`config.mk`:
```
export PLATFORM = sky130hd
export DESIGN_NAME = cache_controller
export DESIGN_NICKNAME = d
export VERILOG_FILES = /design/src/rtl/cache_controller.sv
export SDC_FILE = /design/constraint.sdc
export NUM_CORES = 1
export LEC_CHECK = 0
export BUFFER_PORTS_ARGS = -buffer_cell sky130_fd_sc_hd__buf_4
export CAP_MARGIN = 20
export CORE_AREA = 2 2 147 149
export DETAILED_ROUTE_END_ITERATION = 10
export DIE_AREA = 0 0 149 151
export PLACE_DENSITY = 0.39
export SLEW_MARGIN = 25
export SYNTH_ARGS = -nofsm -noshare
export SYNTH_HDL_FRONTEND = slang
export SYNTH_SLANG_ARGS = --single-unit
```
`constraint.sdc`:
```
create_clock -name clk -period 2.8 [get_ports clk]
set_input_delay 0.14 -clock clk [delete_from_list [all_inputs] [get_ports clk]]
set_output_delay 0.14 -clock clk [all_outputs]
set_load 0.05 [all_outputs]
```
`src/rtl/cache_controller.sv`:
```
// ---------------------------------------------------------------------------
// cache_controller
//
// Sits between the MEM stage and the SRAM controller and sequences a 2-way,
// 64-row data cache.
//   - Read hits are answered in the same cycle.
//   - Read misses fetch a 64-bit line from SRAM and fill the cache.
//   - Writes go straight through to SRAM and invalidate any cached copy.
//   - `ready` is held low while an SRAM transaction is outstanding.
//
// Optional feature macro: CACHE_STATS_EN
//   defined   -> 16-bit saturating hit/miss counters are built
//   undefined -> hit_count/miss_count are tied to zero
//
// Ports
//   clk, rst                 clock (rising edge), async active-high reset
//   address, write_data      CPU byte address and store data
//   mem_r_en, mem_w_en       CPU load/store requests (level, held while stalled)
//   read_data, ready         load result and pipeline-advance indication
//   sram_*                   request/response towards the SRAM controller
//   cache_*                  lookup/fill/invalidate interface of the cache array
//   hit_count, miss_count    statistics (zero when stats are not built)
// ---------------------------------------------------------------------------
module cache_controller #(
    parameter int ADDR_BASE = 1024,
    parameter int ADDR_LEN  = 32,
    parameter int WORD_LEN  = 32
) (
    input  logic                  clk,
    input  logic                  rst,
    input  logic [ADDR_LEN-1:0]   address,
    input  logic [WORD_LEN-1:0]   write_data,
    input  logic                  mem_r_en,
    input  logic                  mem_w_en,
    output logic [WORD_LEN-1:0]   read_data,
    output logic                  ready,
    output logic [ADDR_LEN-1:0]   sram_address,
    output logic [WORD_LEN-1:0]   sram_write_data,
    output logic                  sram_read_en,
    output logic                  sram_write_en,
    input  logic [2*WORD_LEN-1:0] sram_read_data,
    input  logic                  sram_ready,
    output logic [16:0]           cache_address,
    output logic [2*WORD_LEN-1:0] cache_write_data,
    output logic                  cache_read_en,
    output logic                  cache_write_en,
    output logic                  cache_invalidate,
    input  logic [WORD_LEN-1:0]   cache_read_data,
    input  logic                  cache_hit,
    output logic [15:0]           hit_count,
    output logic [15:0]           miss_count
);

    typedef enum logic [1:0] {
        IDLE       = 2'd0,
        READ_MISS  = 2'd1,
        WRITE_THRU = 2'd2
    } state_t;

    state_t state_reg;
    state_t state_next;

    logic [ADDR_LEN-1:0] offset;
    logic                col;

    // The request is held stable by the stalled pipeline, so every address
    // derived value is purely combinational; nothing but the state is latched.
    assign offset           = address - ADDR_LEN'(ADDR_BASE);
    assign sram_address     = offset & ~ADDR_LEN'(3);
    assign cache_address    = offset[18:2];
    assign col              = offset[2];
    assign sram_write_data  = write_data;
    assign cache_write_data = sram_read_data;

    always_ff @(posedge clk or posedge rst) begin
        if (rst) begin
            state_reg <= IDLE;
        end else begin
            state_reg <= state_next;
        end
    end

    always_comb begin
        state_next       = state_reg;
        ready            = 1'b0;
        read_data        = '0;
        sram_read_en     = 1'b0;
        sram_write_en    = 1'b0;
        cache_read_en    = 1'b0;
        cache_write_en   = 1'b0;
        cache_invalidate = 1'b0;

        case (state_reg)
            IDLE: begin
                if (mem_w_en) begin
                    // Stores win over loads; drop any cached copy now, the
                    // SRAM write follows in WRITE_THRU.
                    cache_invalidate = 1'b1;
                    state_next       = WRITE_THRU;
                end else if (mem_r_en) begin
                    if (cache_hit) begin
                        cache_read_en = 1'b1;
                        read_data     = cache_read_data;
                        ready         = 1'b1;
                    end else begin
                        state_next = READ_MISS;
                    end
                end else begin
                    ready = 1'b1;
                end
            end

            READ_MISS: begin
                sram_read_en = 1'b1;
                if (sram_ready) begin
                    // Fill the line and forward the requested word directly
                    // from the SRAM response.
                    cache_write_en = 1'b1;
                    read_data      = col ? sram_read_data[2*WORD_LEN-1:WORD_LEN]
                                         : sram_read_data[WORD_LEN-1:0];
                    ready          = 1'b1;
                    state_next     = IDLE;
                end
            end

            WRITE_THRU: begin
                sram_write_en = 1'b1;
                if (sram_ready) begin
                    ready      = 1'b1;
                    state_next = IDLE;
                end
            end

            default: begin
                state_next = IDLE;
            end
        endcase
    end

`ifdef CACHE_STATS_EN
    logic        hit_evt;
    logic        miss_evt;
    logic [15:0] hit_count_reg;
    logic [15:0] miss_count_reg;

    assign hit_evt  = (state_reg == IDLE) && !mem_w_en && mem_r_en && cache_hit;
    assign miss_evt = (state_reg == IDLE) && !mem_w_en && mem_r_en && !cache_hit;

    always_ff @(posedge clk or posedge rst) begin
        if (rst) begin
            hit_count_reg  <= '0;
            miss_count_reg <= '0;
        end else begin
            if (hit_evt && (hit_count_reg != 16'hFFFF)) begin
                hit_count_reg <= hit_count_reg + 16'd1;
            end
            if (miss_evt && (miss_count_reg != 16'hFFFF)) begin
                miss_count_reg <= miss_count_reg + 16'd1;
            end
        end
    end

    assign hit_count  = hit_count_reg;
    assign miss_count = miss_count_reg;
`else
    assign hit_count  = 16'd0;
    assign miss_count = 16'd0;
`endif

endmodule

```
; ---- Yosys cells after proc, flatten, opt, wreduce, memory -nomap -nowiden
; Index checks and enable logic that the tools add are counted.
; Widths: inputs -> output; s select.
[totals]
ff_bits = 2
inputBits = 166
elab_cells = 34
[op_classes]
n_addsub = 1
n_eq_ne = 5
mux = 24
n_reduce_logical = 3
[ops]
columns = operator, count
row1 = $mux 32, 5
row2 = $pmux 32 s2, 1
row3 = $sub 32x11->32 const B, 1
row4 = $mux 1, 12
row5 = $mux 2, 4
row6 = $ne 3x3->1 const B, 2
row7 = $pmux 2 s2, 1
row8 = $reduce_and 3->1, 1
row9 = $eq 2x1->1 const B, 1
row10 = $eq 2x2->1 const B, 1
row11 = $logic_not 2->1, 1
row12 = $ne 2x1->1 const B, 1
row13 = $pmux 1 s2, 1
row14 = $reduce_or 2->1, 1

; ---- Logic depth before layout (Yosys ltp)
[depth]
ltp_word = 4
mapped_depth = 7

; ---- Worst setup path after synthesis
; Ideal clock, no wire load.
[synth_timing]
path_kind = input port to output port
start = input port address[10]
end = output port sram_address[28]
t_arrival_ns = 2.742
required_ns = 2.660
slack_ns = -0.082
path_stages = 7
path_cell_list = inv_1 ha_1 or4b_1 buf_2 or4_4 nor3_2 xor2_1
[synth_between]
elab_chain_cells = 1
[synth_lines]
columns = item, line
row1 = start: declaration, 31  ; input logic [ADDR_LEN-1:0] address,
row2 = $sub 32x11->32, 68  ; assign offset = address - ADDR_LEN'(ADDR_BASE);
row3 = end: declaration, 37  ; output logic [ADDR_LEN-1:0] sram_address,
; Every way passes these cells.

; ---- Worst setup path in the final report
[layout_timing]
start = register state_reg[1]
end = output port read_data[30]
[layout_between]
elab_chain_cells = 2
elab_cells_between_ends = 3
cone_classes = 1 x eq/ne / 1 x mux / 1 x reduce/logical
[layout_lines]
columns = item, line
row1 = start: declaration, 60  ; state_t state_reg;
row2 = start signal: assignment, 79  ; state_reg <= state_next;
row3 = $eq 2x1->1 / $logic_not 2->1 (equally long branches), 93  ; case (state_reg)
row4 = $pmux 32 s2 (*), 93
row5 = end: declaration, 35  ; output logic [WORD_LEN-1:0] read_data,
; Mark *: on every way between the ends. The rest lies on a longest branch, timed or not.

==> impl_metrics.json <==
{
  "synth_top_area_frac": 0.483,
  "clkSinkCount": 2,
  "syn_avg_cell_area_sq_um": 6.88,
  "reg2reg_from": "state_reg[0]",
  "vias_per_cell": 3.22,
  "crit_required_ps": 2660,
  "clock-root-buffer": "clkbuf_16",
  "clk_pin_slew_worst_paths_ps": 30,
  "worst_slew_pin_slew_ps": 857,
  "dp_cells": 754,
  "synth_common_cells": "155 x buf_4, 43 x nand2_1, 32 x mux2i_1, 32 x o21ai_0, 12 x xor2_1",
  "cpMaxStageDelayCell": "nand2_1",
  "hold_path_class": "input port to output port",
  "slew-limit-headroom": 0.428,
  "peakVddDrop_uv": 197,
  "die_w_um": 149,
  "total_power_w": 0.00164,
  "cts_tree": "built",
  "status": "complete, no violations",
  "cts_resized": 0,
  "wl_met3_um": 801,
  "hold_viol_final": 0,
  "crit_buf_inv": 3,
  "finalWeightedCongestion": 0.726,
  "endpoint_kind": "output port",
  "crit_top_cell": "buf_4",
  "start_util": 0.116,
  "r2r_cells": 5,
  "worstSetupStartpoint": "state_reg[1]",
  "synth.distinct_cells": 31,
  "fin_cells": 758,
  "n_antenna_cell": 0,
  "synth_top_flop_cell": "dfrtp_1",
  "dp_hpwl_um": 8280,
  "largest_reg_flops": 2,
  "crit_path_end": "read_data[30]",
  "overflow": 0,
  "top_layer": "met4",
  "grt_max_degree": 35,
  "fin_nets": 656,
  "numCtsBuffers": 3,
  "grt_antenna_before_repair": 0,
  "syn_area_sq_um": 2410,
  "first_iter_violations": 40,
  "drt-total-wl_um": 9340,
  "min_period_over_period": 0.845,
  "setup_viol": 0,
  "drc": 0,
  "grt_pass1_vias": 2409,
  "vias": 2440,
  "grt_pass1_wl_um": 13300,
  "wl_met1_um": 3430,
  "drive_above_1_share": 0.559,
  "cp.depth": 6,
  "postRouteAntennaNets": 0,
  "coreArea_sq_um": 20800,
  "cap_violations": 0,
  "nFillCells": 2438,
  "power_density_nw_per_um2": 438,
  "min_period_ps": 2370,
  "critical_path.cell_chain": "inv_1 -> ha_1 -> nand2_1 -> buf_4 -> o21ai_0 -> buf_4",
  "clock_path_buffers": 2,
  "io_buffers": 259,
  "path_class": "flop to output port",
  "finClkSkew_ps": 2.62,
  "synth_area_leaders": "buf_4 48%, mux2i_1 13%, nand2_1 6.7%",
  "clk-insertion-delay-late_ps": 220,
  "area_growth_pct": 55.3,
  "synth_most_common_cell": "buf_4",
  "async_flop_share": 1.00,
  "ys_ff_latch": 2,
  "firstDrtPassIters": 4,
  "finalSetupTns_ps": 0,
  "slew_violations": 0,
  "startpoint_type": "flop",
  "rsz0062_at_grt": "no",
  "yosysSeqAreaShare": 0.0208,
  "path_delay_family": "buffers and inverters",
  "slowest_delay_ps": 500,
  "r2r_end": "state_reg[1]",
  "p_leak_nw": 1.97,
  "grt_usage": 0.0750,
  "fmax_mhz": 422,
  "synth_top_area_cell": "buf_4",
  "die_area_sq_um": 22500,
  "io_pins": 381,
  "wl_per_cell_um": 12.3,
  "cp.arrival_ps": 2230,
  "rrSetupSlack_ps": 1540,
  "yosysWarningCount": 0,
  "die_height_um": 151,
  "netlist_instances": 350,
  "worstPathMaxFanout": 26,
  "synth-edff-count": 0,
  "dr_wl_met2_um": 4980,
  "htree_levels": 1,
  "rows": 53
}
cell type report:
class / instances / area [sq um] / share of cell area
multi-input combinational: 207 / 1260 / 0.338
inverter: 8 / 30.0 / 0.00803
tap: 275 / 344 / 0.0920
sequential: 2 / 50.0 / 0.0134
clock buffer: 3 / 75.1 / 0.0201
timing repair buffer: 263 / 1980 / 0.529
cells by family (layout without fill, tap and decap cells):
kind of cell / after synthesis / count (layout) / share of synthesized area
adders and majority gates: 5 / 5 / 0.0260
muxes: 32 / 32 / 0.133
DFF: 2 / 2 / 0.0208
xor gates and xnor gates: 17 / 17 / 0.0618
AOI/OAI and AO/OA: 39 / 39 / 0.0847
buffers and inverters: 174 / 274 / 0.513
other: 1 / 34 / 0.00156
and+or+nand+nor: 80 / 80 / 0.159
report_power, final:
part           switching (W)  leakage, nW  internal (W)
clock network      0.0000309       0.0370      0.000182
logic               0.000964         1.91      0.000410
registers          0.0000109       0.0259     0.0000409
total                0.00101         1.97      0.000633
per-stage QoR:
step | worst slack, ps | instance area (sq um) | hold WS [ps] | utilization
floorplan | 67.1 | 2550 | -119 | -
global route | 120 | 3740 | 280 | 0.180
global placement | 502 | 3650 | 4.83 | 0.176
CTS | 395 | 3740 | 280 | 0.180
detailed placement | 510 | 3650 | 14.2 | 0.176
finish | 433 | 3740 | 280 | 0.180
routing by layer:
metal  track usage  up-vias
li1              -     1228
met4        0.0162        0
met5             0        -
met2         0.141      144
met1        0.0843     1055
met3        0.0208       13
placed cells by master, fill, tap and decap left out:
cell type and instances:
nand2_1 43, dlygate4sd3_1 1, conb_1 34, nor4b_1 1
a21o_1 2, a21oi_1 3, dfrtp_1 2, nor2_1 9
nand4_1 1, or4b_1 1, nor3_2 1, nand2b_1 2
inv_1 8, or4_4 1, a31oi_1 1, nand3_1 2
clkbuf_16 3, nor3_1 5, nand4b_1 1, xor2_1 10
nor2_2 1, o21ai_0 32, xor2_2 2, buf_4 262
and2_1 1, nor4_1 4, or3_1 2, mux2i_1 32
or4_1 5, xnor2_1 5, o31ai_1 1, ha_1 5
timing repair:
item | CTS | global route
endpoints found under the hold margin | 2 | 0
hold buffers | 1 | 0
buffers inserted | 0 | 0
worst min-delay path by stage:
stage,depth (start not counted),to,start
2_1_floorplan,1,state_reg[0],rst
3_3_place_gp,2,state_reg[0],rst
3_5_place_dp,2,state_reg[1],rst
4_1_cts,0,sram_write_data[13],write_data[13]
5_1_grt,0,sram_write_data[25],write_data[25]
6_report,0,sram_write_data[0],write_data[0]
(Power assumes the default switching activity.)
